[src/rtl/bin_to_bcd_8digit_if.sv]
// rtl/bin_to_bcd_8digit_if.sv - request/result bundle between a value source and the BCD converter.
interface bin_to_bcd_8digit_if #(
  parameter int IN_WIDTH = 32,
  parameter int DIGITS   = 8
);
  logic                  start;
  logic [IN_WIDTH-1:0]   bin_in;
  logic                  busy;
  logic                  done;
  logic                  overflow;
  logic [4*DIGITS-1:0]   bcd;

  modport master (
    output start, bin_in,
    input  busy, done, overflow, bcd
  );

  modport slave (
    input  start, bin_in,
    output busy, done, overflow, bcd
  );
endinterface

[src/rtl/bin_to_bcd_8digit.sv]
// rtl/bin_to_bcd_8digit.sv - sequential double-dabble binary to 8-digit packed BCD converter.
module bin_to_bcd_8digit #(
  parameter int IN_WIDTH = 32,
  parameter int DIGITS   = 8
) (
  input  logic               clk,
  input  logic               rst_n,
  bin_to_bcd_8digit_if.slave bus
);

  localparam int          CW      = $clog2(IN_WIDTH + 1);
  localparam int          BW      = 4 * DIGITS;
  localparam logic [32:0] MAX_BCD = 33'd99_999_999;

  typedef enum logic [1:0] {IDLE, SHIFT, DONE} state_t;

  state_t                state_q, state_d;
  logic [IN_WIDTH-1:0]   shift_q;
  logic [BW-1:0]         scratch_q;
  logic [BW-1:0]         adj;
  logic [BW-1:0]         scratch_nxt;
  logic [CW-1:0]         cnt_q;
  logic                  ovf_pend_q;
  logic                  ovf_in;
  logic                  accept;
  logic                  last_shift;
  logic [BW-1:0]         bcd_q;
  logic                  overflow_q;

  // Zero-extending both sides keeps narrow IN_WIDTH builds at a constant 0.
  assign ovf_in = 33'(bus.bin_in) > MAX_BCD;

  always_comb begin
    adj = scratch_q;
    for (int i = 0; i < DIGITS; i++) begin
      if (scratch_q[4*i +: 4] >= 4'd5) begin
        adj[4*i +: 4] = scratch_q[4*i +: 4] + 4'd3;
      end
    end
    scratch_nxt = {adj[BW-2:0], shift_q[IN_WIDTH-1]};
  end

  assign last_shift = (state_q == SHIFT) && (cnt_q == CW'(1));

  always_ff @(posedge clk or negedge rst_n) begin
    if (!rst_n) begin
      state_q <= IDLE;
    end else begin
      state_q <= state_d;
    end
  end

  always_comb begin
    state_d = state_q;
    accept  = 1'b0;
    case (state_q)
      IDLE: begin
        if (bus.start) begin
          accept  = 1'b1;
          state_d = SHIFT;
        end
      end
      SHIFT: begin
        if (last_shift) begin
          state_d = DONE;
        end
      end
      DONE: begin
        if (bus.start) begin
          accept  = 1'b1;
          state_d = SHIFT;
        end else begin
          state_d = IDLE;
        end
      end
      default: state_d = IDLE;
    endcase
  end

  // The result register is written from the final shift so it is valid on entry to DONE.
  always_ff @(posedge clk or negedge rst_n) begin
    if (!rst_n) begin
      shift_q    <= '0;
      scratch_q  <= '0;
      cnt_q      <= '0;
      ovf_pend_q <= 1'b0;
      bcd_q      <= '0;
      overflow_q <= 1'b0;
    end else if (accept) begin
      shift_q    <= bus.bin_in;
      scratch_q  <= '0;
      cnt_q      <= CW'(IN_WIDTH);
      ovf_pend_q <= ovf_in;
    end else if (state_q == SHIFT) begin
      shift_q   <= shift_q << 1;
      scratch_q <= scratch_nxt;
      cnt_q     <= cnt_q - CW'(1);
      if (last_shift) begin
        bcd_q      <= ovf_pend_q ? '1 : scratch_nxt;
        overflow_q <= ovf_pend_q;
      end
    end
  end

  assign bus.busy     = (state_q == SHIFT);
  assign bus.done     = (state_q == DONE);
  assign bus.bcd      = bcd_q;
  assign bus.overflow = overflow_q;

endmodule
[src/flat_wrapper.sv]
// flat-port wrapper written by rule: the top's interface ports become plain ports
module bin_to_bcd_8digit_flat 
#(
  parameter int IN_WIDTH = 32,
  parameter int DIGITS   = 8
)
  (clk, rst_n, bus_start, bus_bin_in, bus_busy, bus_done, bus_overflow, bus_bcd);
  bin_to_bcd_8digit_if #(.IN_WIDTH(IN_WIDTH), .DIGITS(DIGITS)) bus_i ();
  input  logic clk;
  input  logic rst_n;
  input wire logic [$bits(bus_i.start)-1:0] bus_start;
  input wire logic [$bits(bus_i.bin_in)-1:0] bus_bin_in;
  output wire logic [$bits(bus_i.busy)-1:0] bus_busy;
  output wire logic [$bits(bus_i.done)-1:0] bus_done;
  output wire logic [$bits(bus_i.overflow)-1:0] bus_overflow;
  output wire logic [$bits(bus_i.bcd)-1:0] bus_bcd;
  assign bus_i.start = bus_start;
  assign bus_i.bin_in = bus_bin_in;
  assign bus_busy = bus_i.busy;
  assign bus_done = bus_i.done;
  assign bus_overflow = bus_i.overflow;
  assign bus_bcd = bus_i.bcd;
  bin_to_bcd_8digit #(.IN_WIDTH(IN_WIDTH), .DIGITS(DIGITS)) u_core (.clk(clk), .rst_n(rst_n), .bus(bus_i));
endmodule
[config.mk]
export PLATFORM = sky130hd
export DESIGN_NAME = bin_to_bcd_8digit_flat
export DESIGN_NICKNAME = d
export VERILOG_FILES = /design/src/rtl/bin_to_bcd_8digit_if.sv /design/src/rtl/bin_to_bcd_8digit.sv /design/src/flat_wrapper.sv
export SDC_FILE = /design/constraint.sdc
export NUM_CORES = 1
export LEC_CHECK = 0
export BUFFER_PORTS_ARGS = -buffer_cell sky130_fd_sc_hd__buf_2
export CORE_MARGIN = 5
export CORE_UTILIZATION = 30
export CTS_CLUSTER_SIZE = 30
export DETAILED_ROUTE_END_ITERATION = 10
export GPL_TIMING_DRIVEN = 1
export PLACE_DENSITY = 0.58
export SLEW_MARGIN = 30
export SYNTH_ARGS = -nofsm -noshare
export SYNTH_HDL_FRONTEND = slang
export SYNTH_SLANG_ARGS = --single-unit
[constraint.sdc]
create_clock -name clk -period 2.26 [get_ports clk]
set_input_delay 0.113 -clock clk [delete_from_list [all_inputs] [get_ports clk]]
set_output_delay 0.113 -clock clk [all_outputs]
set_load 0.005 [all_outputs]
==> flow_metrics.py <==
metrics = {
    "outcome": {
        "status": "complete, no violations",
    },
    "yosys": {
        "ys_seq_area_share_pct": 54.12,
        "ys_types": 45,
        "synth_warnings": 0,
        "synth_edf_count": 0,
        "synth.ff_latch_count": 106,
        "yosys-top-cells-area": "dfrtp_1 54%, nand2_1 5.7%, a22oi_1 4.7%",
        "async_flop_share_pct": 100.0,
        "yosys_most_used_dff": "dfrtp_1",
        "synth_area_leader_cell": "dfrtp_1",
        "avgSynthCellArea_um2": 10.54,
        "synth_top_area_share_pct": 54.12,
        "syn_inst": 465,
        "synth_fp_nets": 518,
        "syn-cell-area_um2": 4901,
    },
    "timing": {
        "hold_viol_final": 0,
        "setup-tns-final_ns": 0,
        "rsz0062_at_grt": "no",
        "fin_ws_ns": 0.4553,
        "slew-limit-headroom_pct": 56.44,
        "tightest_slew_ns": 0.6527,
        "fmax_mhz": 554.1,
        "clock_skew_ns": 0.01307,
        "final_max_slew_viol_count": 0,
        "finalCriticalPeriod_ns": 1.805,
        "setup_viol": 0,
        "finalCritPeriodShare_pct": 79.85,
    },
    "global_routing": {
        "grt_overflow_total": 0,
        "grt_max_degree": 49,
        "grt_pass1_wl_um": 19820,
        "antenna_found_initial": 1,
        "grtUsageTotal_pct": 13.15,
        "grt_pass1_vias": 3907,
    },
    "final_layout": {
        "insertedDiodeCount": 0,
        "final_nets": 602,
        "drive_gt1_share_pct": 18.41,
        "area_delta_synth_final_pct": 22.36,
    },
    "power": {
        "power_switching_share_pct": 34.37,
        "finalPower_mw": 5.923,
        "vdd_drop_max_v": 0.0004024,
        "power_switching_mw": 2.036,
        "pwr-share-clk_pct": 25.6,
        "p_per_area_nw_per_um2": 987.6,
        "combPwrFrac_pct": 32.4,
        "p_int_mw": 3.887,
        "p_leak_nw": 2.996,
        "pwr-share-seq_pct": 42.0,
    },
    "floorplanning": {
        "die_w_um": 137.8,
        "dieArea_um2": 18990,
        "io_pins": 70,
        "coreArea_um2": 15940,
        "initial_core_util_pct": 30.74,
        "die_h_um": 137.8,
        "std_cell_rows": 46,
    },
    "clocking": {
        "path_clk_slew_ns": 0.07,
        "cts_max_level": 3,
        "tritoncts": "built",
        "cts_made_buffers": 9,
        "cts.path.max_buffers": 2,
        "insertion_delay_ns": 0.35,
        "postCtsSetupRepairBufs": 0,
        "cts.sinks": 106,
        "cts-root-buf": "clkbuf_16",
    },
    "route": {
        "vias": 3879,
        "drt_iter0_markers": 191,
        "highest_layer": "met5",
        "met1Wirelength_um": 5543,
        "dr.pass1.iters": 5,
        "wire_per_inst_um": 15.41,
        "vias_per_cell": 5.038,
        "ant_nets": 0,
        "met3_length_um": 800,
        "wirelength_um": 11870,
        "drcViolationCount": 0,
        "route.met2.wl_um": 5407,
    },
    "placed_design": {
        "place_congestion": 0.7875,
        "dpl_worst_slack_ns": 0.4812,
        "port_buffers": 69,
        "hpwl_um": 8209,
    },
    "setup_path": {
        "crit_type": "reg -> reg",
        "crit_path_top_delay_cell": "and3_2",
        "ff2ff_setup_slack_ns": 0.46,
        "cp_max_fo": 42,
        "rr_startpoint": "u_core.state_q[1]$_DFFE_PN0P_",
        "startpoint_type": "register",
        "end_kind": "register",
        "slowest_delay_ns": 0.41,
        "worstPathArrival_ns": 2.06,
        "r2r_cells": 6,
        "crit_chain": "nand2b_1 > inv_2 > and3_2 > buf_12 > nor2_1 > a41oi_1",
        "r2r-end": "u_core.bus.bcd[19]$_DFFE_PN0P_",
        "crit_required_ns": 2.51,
    },
    "hold_path": {
        "min_from": "bus_bin_in[8]",
        "min_path_type": "in -> reg",
        "holdPathStages": 3,
        "worstHoldEndpoint": "u_core.shift_q[8]$_DFFE_PN0P_",
    },
    "flow_run": {
        "cap_viol_max_count": 0,
    },
}
power by group through the flow:
| stage | clock network [mW] | registers, mW | logic, mW |
|---|---|---|---|
| final | 1.51 | 2.49 | 1.92 |
| after floorplan | 0 | 2.44 | 1.45 |
| after global placement | 0 | 2.50 | 1.82 |
| after CTS | 1.56 | 2.48 | 1.93 |
| after detailed placement | 0 | 2.51 | 1.89 |
| after global routing | 1.63 | 2.53 | 2.17 |
Yosys cell counts, types with 2 or more instances:
cell type / n
dfrtp_1: 106
nand2_1: 75
a22oi_1: 31
a21oi_1: 23
nor2_1: 20
inv_1: 19
ha_1: 18
a22o_1: 17
o22a_1: 16
clkbuf_1: 15
o21ai_0: 14
a31oi_1: 13
nor3b_1: 12
nand2b_1: 10
mux2i_1: 9
xnor2_1: 9
o22ai_1: 8
a32o_1: 6
o31ai_1: 5
buf_2: 4
buf_4: 4
buf_1: 3
nor3_1: 3
a41oi_1: 2
nor2b_1: 2
or3b_2: 2
critical path: cells and delay by family (launching register included):
kind                   cells  cell delay [ns]
buffers and inverters      2             0.50
AOI/OAI and AO/OA          1             0.17
and+or+nand+nor            3             0.65
DFF                        1             0.38
state kept, by name, summed over array words and instances (netlist names):
name,count
u_core.ovf_pend_q,1
u_core.cnt_q,6
u_core.shift_q,32
u_core.state_q,2
u_core.scratch_q,32
u_core.bus.bcd,32
u_core.bus.overflow,1
how the worst max path moves through the flow:
| stage | from | slack (ns) | end | cells past startpoint |
|---|---|---|---|---|
| after global placement | u_core.state_q[1]$_DFFE_PN0P_ | 0.50 | u_core.scratch_q[3]$_DFFE_PN0P_ | 5 |
| after CTS | u_core.state_q[1]$_DFFE_PN0P_ | 0.47 | u_core.bus.bcd[2]$_DFFE_PN0P_ | 5 |
| final | u_core.state_q[1]$_DFFE_PN0P_ | 0.46 | u_core.bus.bcd[19]$_DFFE_PN0P_ | 6 |
| after global routing | u_core.state_q[1]$_DFFE_PN0P_ | 0.31 | u_core.bus.bcd[11]$_DFFE_PN0P_ | 6 |
| after detailed placement | u_core.state_q[1]$_DFFE_PN0P_ | 0.48 | u_core.bus.bcd[2]$_DFFE_PN0P_ | 5 |
| after floorplan | u_core.cnt_q[3]$_DFFE_PN0P_ | 0.68 | u_core.bus.overflow$_DFFE_PN0P_ | 5 |
cell type report:
class                      count  area (µm²)
fill                        1595        9946
inverter                      20       75.07
multi-input combinational    312        2056
clock buffer                  11       242.7
clock inverter                 5       42.54
tap                          216       270.3
timing repair buffer         100       658.1
sequential                   106        2653
kinds of logic (layout without fill, tap and decap cells):
logic type	Yosys count	after routing	synth area share (%)
AOI/OAI and AO/OA	142	142	20.70
and+or+nand+nor	133	133	12.74
DFF	106	106	54.12
buffers and inverters	47	136	4.161
adders and majority gates	18	18	4.595
muxes	10	10	2.068
xor gates and xnor gates	9	9	1.608
repair_timing:
action	4_1_cts	5_1_grt
setup endpoints to repair	0	0
hold endpoints to repair	63	0
resized for setup	0	0
hold buffers	21	0
cells in the final DEF, fill, tap and decap left out, types with 2 or more instances in the layout:
cell type,synthesis,routed
a21oi_1,23,23
a22o_1,17,17
a22oi_1,31,31
a31oi_1,13,13
a32o_1,6,6
a41oi_1,2,2
buf_12,0,2
buf_2,4,68
buf_4,4,9
clkbuf_16,0,9
dfrtp_1,106,106
dlygate4sd3_1,0,21
ha_1,18,18
inv_1,19,19
inv_6,0,3
mux2i_1,9,9
nand2_1,75,75
nand2b_1,10,10
nor2_1,20,19
nor3_1,3,3
nor3b_1,12,12
o21ai_0,14,14
o22a_1,16,16
o22ai_1,8,8
o31ai_1,5,5
or3b_2,2,2
xnor2_1,9,9
layer usage:
metal | global-route usage (%) | vias up
li1 | - | 1854
met1 | 18.24 | 1899
met2 | 20.58 | 114
met3 | 3.141 | 10
met4 | 3.622 | 2
met5 | 0 | -
stage by stage:
step                hold WS, ns  util (%)  cell area, µm²  instances
global placement         0.1526     34.51            5502        733
detailed placement       0.1603     34.51            5502        733
CTS                   0.0005768     37.62            5997        770
floorplan               -0.1826         -            4901        465
global route            0.01270     37.62            5997        770
finish                  0.01070     37.62            5997        770
(Power assumes the default switching activity.)
